**config.mk**
```make
export PLATFORM = sky130hd
export DESIGN_NAME = alb_op_sequencer
export DESIGN_NICKNAME = d
export VERILOG_FILES = /design/src/rtl/alb_pkg.sv /design/src/rtl/alb_regfile.sv /design/src/rtl/alb_op_sequencer.sv
export SDC_FILE = /design/constraint.sdc
export NUM_CORES = 1
export LEC_CHECK = 0
export ABC_CLOCK_PERIOD_IN_PS = 1700
export CORE_MARGIN = 4
export CORE_UTILIZATION = 43
export CTS_CLUSTER_SIZE = 8
export DETAILED_ROUTE_END_ITERATION = 8
export PLACE_DENSITY = 0.76
export SYNTH_ARGS = -nofsm -noshare
export SYNTH_HDL_FRONTEND = slang
export SYNTH_SLANG_ARGS = --single-unit
```
**constraint.sdc**
```tcl
create_clock -name CLK -period 1.7 [get_ports CLK]
set_clock_uncertainty 0.2 [all_clocks]
set_input_delay 0.17 -clock CLK [delete_from_list [all_inputs] [get_ports CLK]]
set_output_delay 0.17 -clock CLK [all_outputs]
set_load 0.1 [all_outputs]
```
**src/rtl/alb_pkg.sv**
```systemverilog
// Shared constants for the ALB command sequencer: opcodes, carry-in selects,
// FSM state encoding and flag bit positions.
package alb_pkg;

  localparam logic [2:0] OP_SUB = 3'b000;
  localparam logic [2:0] OP_AND = 3'b001;
  localparam logic [2:0] OP_OR  = 3'b010;
  localparam logic [2:0] OP_ADD = 3'b011;
  localparam logic [2:0] OP_LDI = 3'b100;

  localparam logic [1:0] CS_ZERO  = 2'b00;
  localparam logic [1:0] CS_ONE   = 2'b01;
  localparam logic [1:0] CS_FLAGC = 2'b10;

  localparam logic [1:0] ST_IDLE  = 2'd0;
  localparam logic [1:0] ST_ISSUE = 2'd1;
  localparam logic [1:0] ST_WB    = 2'd2;

  localparam int FLAG_C = 3;
  localparam int FLAG_V = 2;
  localparam int FLAG_N = 1;
  localparam int FLAG_Z = 0;

  // Select code 11 falls back to a zero carry-in.
  function automatic logic ci_select(input logic [1:0] csel, input logic flag_c);
    logic ci;
    case (csel)
      CS_ONE:   ci = 1'b1;
      CS_FLAGC: ci = flag_c;
      default:  ci = 1'b0;
    endcase
    return ci;
  endfunction

endpackage

```
**src/rtl/alb_regfile.sv**
```systemverilog
// Small register file: synchronous write port, three combinational read ports
// (two operand sources plus a debug tap).
module alb_regfile #(
  parameter int W    = 4,
  parameter int NREG = 4
) (
  input  logic         clk,
  input  logic         rst,
  input  logic         we,
  input  logic [1:0]   waddr,
  input  logic [W-1:0] wdata,
  input  logic [1:0]   ra_addr,
  input  logic [1:0]   rb_addr,
  input  logic [1:0]   dbg_addr,
  output logic [W-1:0] ra_data,
  output logic [W-1:0] rb_data,
  output logic [W-1:0] dbg_data
);

  logic [W-1:0] mem_q [NREG];
  logic [W-1:0] mem_d [NREG];

  always_comb begin
    mem_d = mem_q;
    if (we) mem_d[waddr] = wdata;
  end

  always_ff @(posedge clk) begin
    if (rst) begin
      for (int i = 0; i < NREG; i++) mem_q[i] <= '0;
    end else begin
      mem_q <= mem_d;
    end
  end

  assign ra_data  = mem_q[ra_addr];
  assign rb_data  = mem_q[rb_addr];
  assign dbg_data = mem_q[dbg_addr];

endmodule

```
**src/rtl/alb_op_sequencer.sv**
```systemverilog
// Command-driven control unit for the combinational ALB: latches operands,
// drives the ALB for one cycle, writes back the result and flags.
module alb_op_sequencer
  import alb_pkg::*;
#(
  parameter int W    = 4,
  parameter int NREG = 4
) (
  input  logic         CLK,
  input  logic         RST,
  input  logic         CMD_VALID,
  output logic         CMD_READY,
  input  logic [2:0]   CMD_OP,
  input  logic [1:0]   CMD_DST,
  input  logic [1:0]   CMD_SA,
  input  logic [1:0]   CMD_SB,
  input  logic [1:0]   CMD_CSEL,
  input  logic [W-1:0] CMD_IMM,
  output logic [W-1:0] MR,
  output logic [W-1:0] MS,
  output logic         CI,
  output logic [2:0]   ALB_MI,
  input  logic [W-1:0] F_ALB,
  input  logic         CO,
  input  logic         VO,
  input  logic         NO,
  input  logic         ZO,
  output logic         RES_VALID,
  output logic [W-1:0] RES_DATA,
  output logic         RES_ERR,
  output logic [3:0]   FLAGS,
  input  logic [1:0]   DBG_SEL,
  output logic [W-1:0] DBG_DATA
);

  logic [1:0]   state_q, state_d;
  logic [W-1:0] mr_q, mr_d;
  logic [W-1:0] ms_q, ms_d;
  logic         ci_q, ci_d;
  logic [2:0]   mi_q, mi_d;
  logic [1:0]   dst_q, dst_d;
  logic [3:0]   flags_q, flags_d;
  logic         res_valid_q, res_valid_d;
  logic         res_err_q, res_err_d;
  logic [W-1:0] res_data_q, res_data_d;

  logic         rf_we;
  logic [1:0]   rf_waddr;
  logic [W-1:0] rf_wdata;
  logic [W-1:0] ra_data, rb_data;

  alb_regfile #(.W(W), .NREG(NREG)) u_regfile (
    .clk      (CLK),
    .rst      (RST),
    .we       (rf_we),
    .waddr    (rf_waddr),
    .wdata    (rf_wdata),
    .ra_addr  (CMD_SA),
    .rb_addr  (CMD_SB),
    .dbg_addr (DBG_SEL),
    .ra_data  (ra_data),
    .rb_data  (rb_data),
    .dbg_data (DBG_DATA)
  );

  // Operands are captured at accept so a write to DST cannot disturb them.
  always_comb begin
    state_d     = state_q;
    mr_d        = mr_q;
    ms_d        = ms_q;
    ci_d        = ci_q;
    mi_d        = mi_q;
    dst_d       = dst_q;
    flags_d     = flags_q;
    res_valid_d = res_valid_q;
    res_err_d   = res_err_q;
    res_data_d  = res_data_q;
    rf_we       = 1'b0;
    rf_waddr    = CMD_DST;
    rf_wdata    = CMD_IMM;

    case (state_q)
      ST_IDLE: begin
        if (CMD_VALID) begin
          if (!CMD_OP[2]) begin
            mr_d    = ra_data;
            ms_d    = rb_data;
            mi_d    = CMD_OP;
            ci_d    = ci_select(CMD_CSEL, flags_q[FLAG_C]);
            dst_d   = CMD_DST;
            state_d = ST_ISSUE;
          end else begin
            res_valid_d = 1'b1;
            state_d     = ST_WB;
            if (CMD_OP == OP_LDI) begin
              rf_we      = 1'b1;
              res_data_d = CMD_IMM;
              res_err_d  = 1'b0;
            end else begin
              res_err_d = 1'b1;
            end
          end
        end
      end
      ST_ISSUE: begin
        rf_we       = 1'b1;
        rf_waddr    = dst_q;
        rf_wdata    = F_ALB;
        flags_d     = {CO, VO, NO, ZO};
        res_data_d  = F_ALB;
        res_valid_d = 1'b1;
        res_err_d   = 1'b0;
        state_d     = ST_WB;
      end
      ST_WB: begin
        res_valid_d = 1'b0;
        res_err_d   = 1'b0;
        state_d     = ST_IDLE;
      end
      default: begin
        res_valid_d = 1'b0;
        res_err_d   = 1'b0;
        state_d     = ST_IDLE;
      end
    endcase
  end

  always_ff @(posedge CLK) begin
    if (RST) begin
      state_q     <= ST_IDLE;
      mr_q        <= '0;
      ms_q        <= '0;
      ci_q        <= 1'b0;
      mi_q        <= '0;
      dst_q       <= '0;
      flags_q     <= '0;
      res_valid_q <= 1'b0;
      res_err_q   <= 1'b0;
      res_data_q  <= '0;
    end else begin
      state_q     <= state_d;
      mr_q        <= mr_d;
      ms_q        <= ms_d;
      ci_q        <= ci_d;
      mi_q        <= mi_d;
      dst_q       <= dst_d;
      flags_q     <= flags_d;
      res_valid_q <= res_valid_d;
      res_err_q   <= res_err_d;
      res_data_q  <= res_data_d;
    end
  end

  assign CMD_READY = (state_q == ST_IDLE);
  assign MR        = mr_q;
  assign MS        = ms_q;
  assign CI        = ci_q;
  assign ALB_MI    = mi_q;
  assign FLAGS     = flags_q;
  assign RES_VALID = res_valid_q;
  assign RES_ERR   = res_err_q;
  assign RES_DATA  = res_data_q;

endmodule

```
==> flow_summary.yaml <==
setup_path:
  path_max_fanout: 3
  path_delay_family: "multiplexers"
  worstSetupPathType: "register to output pin"
  reg2reg_depth: 5
  crit_path_end_kind: "output pin"
  startpoint_type: "register"
  critPathSlowestCell: "mux4_2"
  r2r_start: "state_q[0]$_SDFFE_PP0P_"
  reg2reg_to: "u_regfile.mem_q[2]$_SDFFE_PP0P_"
  slowest_delay_ps: 490
  rrSetupSlack_ps: 30
  worstPathRequired_ps: 1330
  cp_num_buf_inv: 1
  crit_arrival_ps: 1320
  path_cells: "mux4_2 -> buf_12"
clock_tree:
  htreeDepth: 2
  cts_tree: "built"
  cts_root_buf: "clkbuf_8"
  clk_path_buf_depth: 2
  cts_hold_buf: 0
  clock_sinks: 41
  clkTransAtPathRegs_ps: 80
  clk_latency_ps: 300
  cts_buffers: 5
global_route:
  antenna_found_initial: 0
  overflow: 0
  grt_max_degree: 37
  grtUsageTotal_pct: 18.5
  grt_pass1_vias: 1644
  grt_pass1_wl_um: 7940
synthesis:
  yosysWarnings: 0
  yosysUniqueCellTypes: 27
  synthSimpleGateAreaFrac_pct: 18.5
  synthAdderAreaFrac_pct: 1.27
  synth_compound_area_share_pct: 6.21
  synthXorXnorAreaFrac_pct: 0
  synth-seq-cells: 41
  muxShareOfSynthArea_pct: 28.4
  synth_area_um2: 1980
  synth.net_count: 216
  ys_seq_area_share_pct: 41.5
  synth_top_family_by_area: "multiplexers"
  syn_avg_cell_area_um2: 10.6
  syn_inst: 186
cells_and_area:
  diodes: 0
  fin_util_pct: 73.0
  multiInputGateArea_um2: 1120
  layout_common_cells: "buf_4 (29), buf_12 (29), dfxtp_1 (25), nand2_1 (24)"
  synthToLayoutAreaGrowth_pct: 63.1
  seq_area_um2: 841
  drive_gt1_share_pct: 40.0
  nets: 299
  fillers: 289
timing:
  hold_viol: 0
  maxSlewViolCount: 0
  rsz0062_at_grt: "true"
  fin_ws_ps: 11.5
  fin_crit_sh_pct: 99.3
  setup_viol: 0
  fmax_ghz: 0.592
  period_minus_slack_ps: 1690
power:
  pwr-share-seq_pct: 44.7
  power_density_nw_per_um2: 707
  irDropWorstVdd_mv: 0.518
  combPwrFrac_pct: 24.2
  p_int_mw: 1.61
  p_sw_mw: 0.672
  switching_share_pct: 29.5
  total_power_mw: 2.28
  power.leakage_nw: 1.33
  clkPwrFrac_pct: 31.0
routing:
  totalWireLength_um: 5170
  wire_per_inst_um: 16.1
  via_per_inst: 5.30
  drt-initial-drc-count: 69
  first_pass_iters: 4
  num_vias: 1706
  drc: 0
  drtAntennaViolNets: 0
worst_hold_path:
  min_path_cells: 3
  hold_class: "input pin to register"
  hold_start: "CMD_OP[2]"
  hold_end: "RES_ERR$_SDFFE_PP0P_"
floorplanning:
  die_w_um: 75.8
  die_h_um: 75.8
  start_util_pct: 44.8
  core_area_um2: 4410
  rows: 24
  dieArea_um2: 5740
  io_pins: 55
status:
  outcome: "finished clean"
placement:
  io_buffer_count: 53
  dp_hpwl_um: 3630
  place_ws_ps: -271
  place.gp.congestion: 0.802
run:
  maxCapViolations: 0
## cells in the mapped netlist (all sizes together)
cell type	number	area (um2)
nor2	11	41.3
nand4bb	1	11.3
nand3	4	40.0
nor4b	1	8.76
clkbuf	3	11.3
or4b	1	10.0
ha	2	25.0
inv	4	15.0
mux2	2	22.5
conb	1	3.75
buf	7	51.3
nand2b	16	100
mux2i	26	268
or2	4	25.0
nor2b	1	13.8
dfxtp	41	821
a21oi	17	85.1
a211oi	5	37.5
nor3	2	15.0
nand2	24	90.1
nor4bb	1	10.0
mux4	12	270
## worst min-delay path: cells and delay by family
kind / cells / cell delay [ps]
buffers and inverters: 1 / 170
AOI/OAI and AO/OA: 1 / 140
and+or+nand+nor: 1 / 60
## registers in the layout, summed over array words and instances (netlist names)
name / flops
CI: 1
FLAGS: 4
RES_DATA: 4
RES_VALID: 1
u_regfile.mem_q: 16
ALB_MI: 2
MR: 4
state_q: 2
MS: 4
RES_ERR: 1
dst_q: 2
## cells by family (layout without fill, tap and decap cells)
kind of cell,count (synthesis),after routing
compound gates,22,22
fa+ha+maj,2,2
buf+inv,14,98
flops,41,41
mux,40,40
other cells,1,1
simple gates,66,66
## per-stage QoR
| stage | hold slack [ps] | cell area, um2 | std cells | setup TNS [ps] |
|---|---|---|---|---|
| final | 74.6 | 3220 | 322 | 0 |
| after global routing | 119 | 3220 | 322 | -278 |
| after CTS | 256 | 3090 | 311 | -2.56 |
| after detailed placement | 280 | 2910 | 294 | -7110 |
| after global placement | 268 | 2910 | 294 | -5870 |
| after floorplan | 106 | 1980 | 186 | 0 |
## repair_timing
action | CTS | global route
setup buffers | 9 | 11
pin swaps | 1 | 0
cloned | 0 | 0
resized for setup | 17 | 8
endpoints found under the setup margin | 16 | 22
## final cells by class
cell class / count / area share [%]
inverter: 4 / 0.466
tap: 52 / 2.02
timing repair buffer: 86 / 33.6
sequential: 41 / 26.1
clock buffer: 7 / 2.99
clock inverter: 1 / 0.155
multi-input combinational: 131 / 34.7
## worst max-delay path by stage
stage	start	to	slack (ps)	depth (start not counted)
5_1_grt	state_q[0]$_SDFFE_PP0P_	u_regfile.mem_q[2]$_SDFFE_PP0P_	-40	5
6_report	u_regfile.mem_q[8]$_SDFFE_PP0P_	DBG_DATA[0]	10	2
3_5_place_dp	CMD_VALID	CI$_SDFFE_PP0P_	-270	6
4_1_cts	u_regfile.mem_q[8]$_SDFFE_PP0P_	DBG_DATA[0]	-3	2
3_3_place_gp	DBG_SEL[0]	DBG_DATA[0]	-240	3
2_1_floorplan	state_q[0]$_SDFFE_PP0P_	u_regfile.mem_q[10]$_SDFFE_PP0P_	30	5
## per-layer routing
metal | share of wire (%) | vias to the layer above | wire length [um] | track usage, %
li1 | - | 821 | - | -
met1 | 41 | 819 | 2140 | 22.6
met2 | 51 | 60 | 2650 | 31.4
met3 | 6.2 | 6 | 322 | 5.28
met4 | 1.2 | 0 | 61 | 5.83
met5 | 0 | - | 0 | 0
## power groups by stage
stage,sequential [mW],clock [mW],combinational [mW]
global route,1.02,0.767,0.579
CTS,1.02,0.716,0.527
global placement,1.04,0,0.513
floorplan,1.15,0,0.181
detailed placement,1.04,0,0.518
finish,1.02,0.707,0.552
Power figures use the tool's default switching activity.
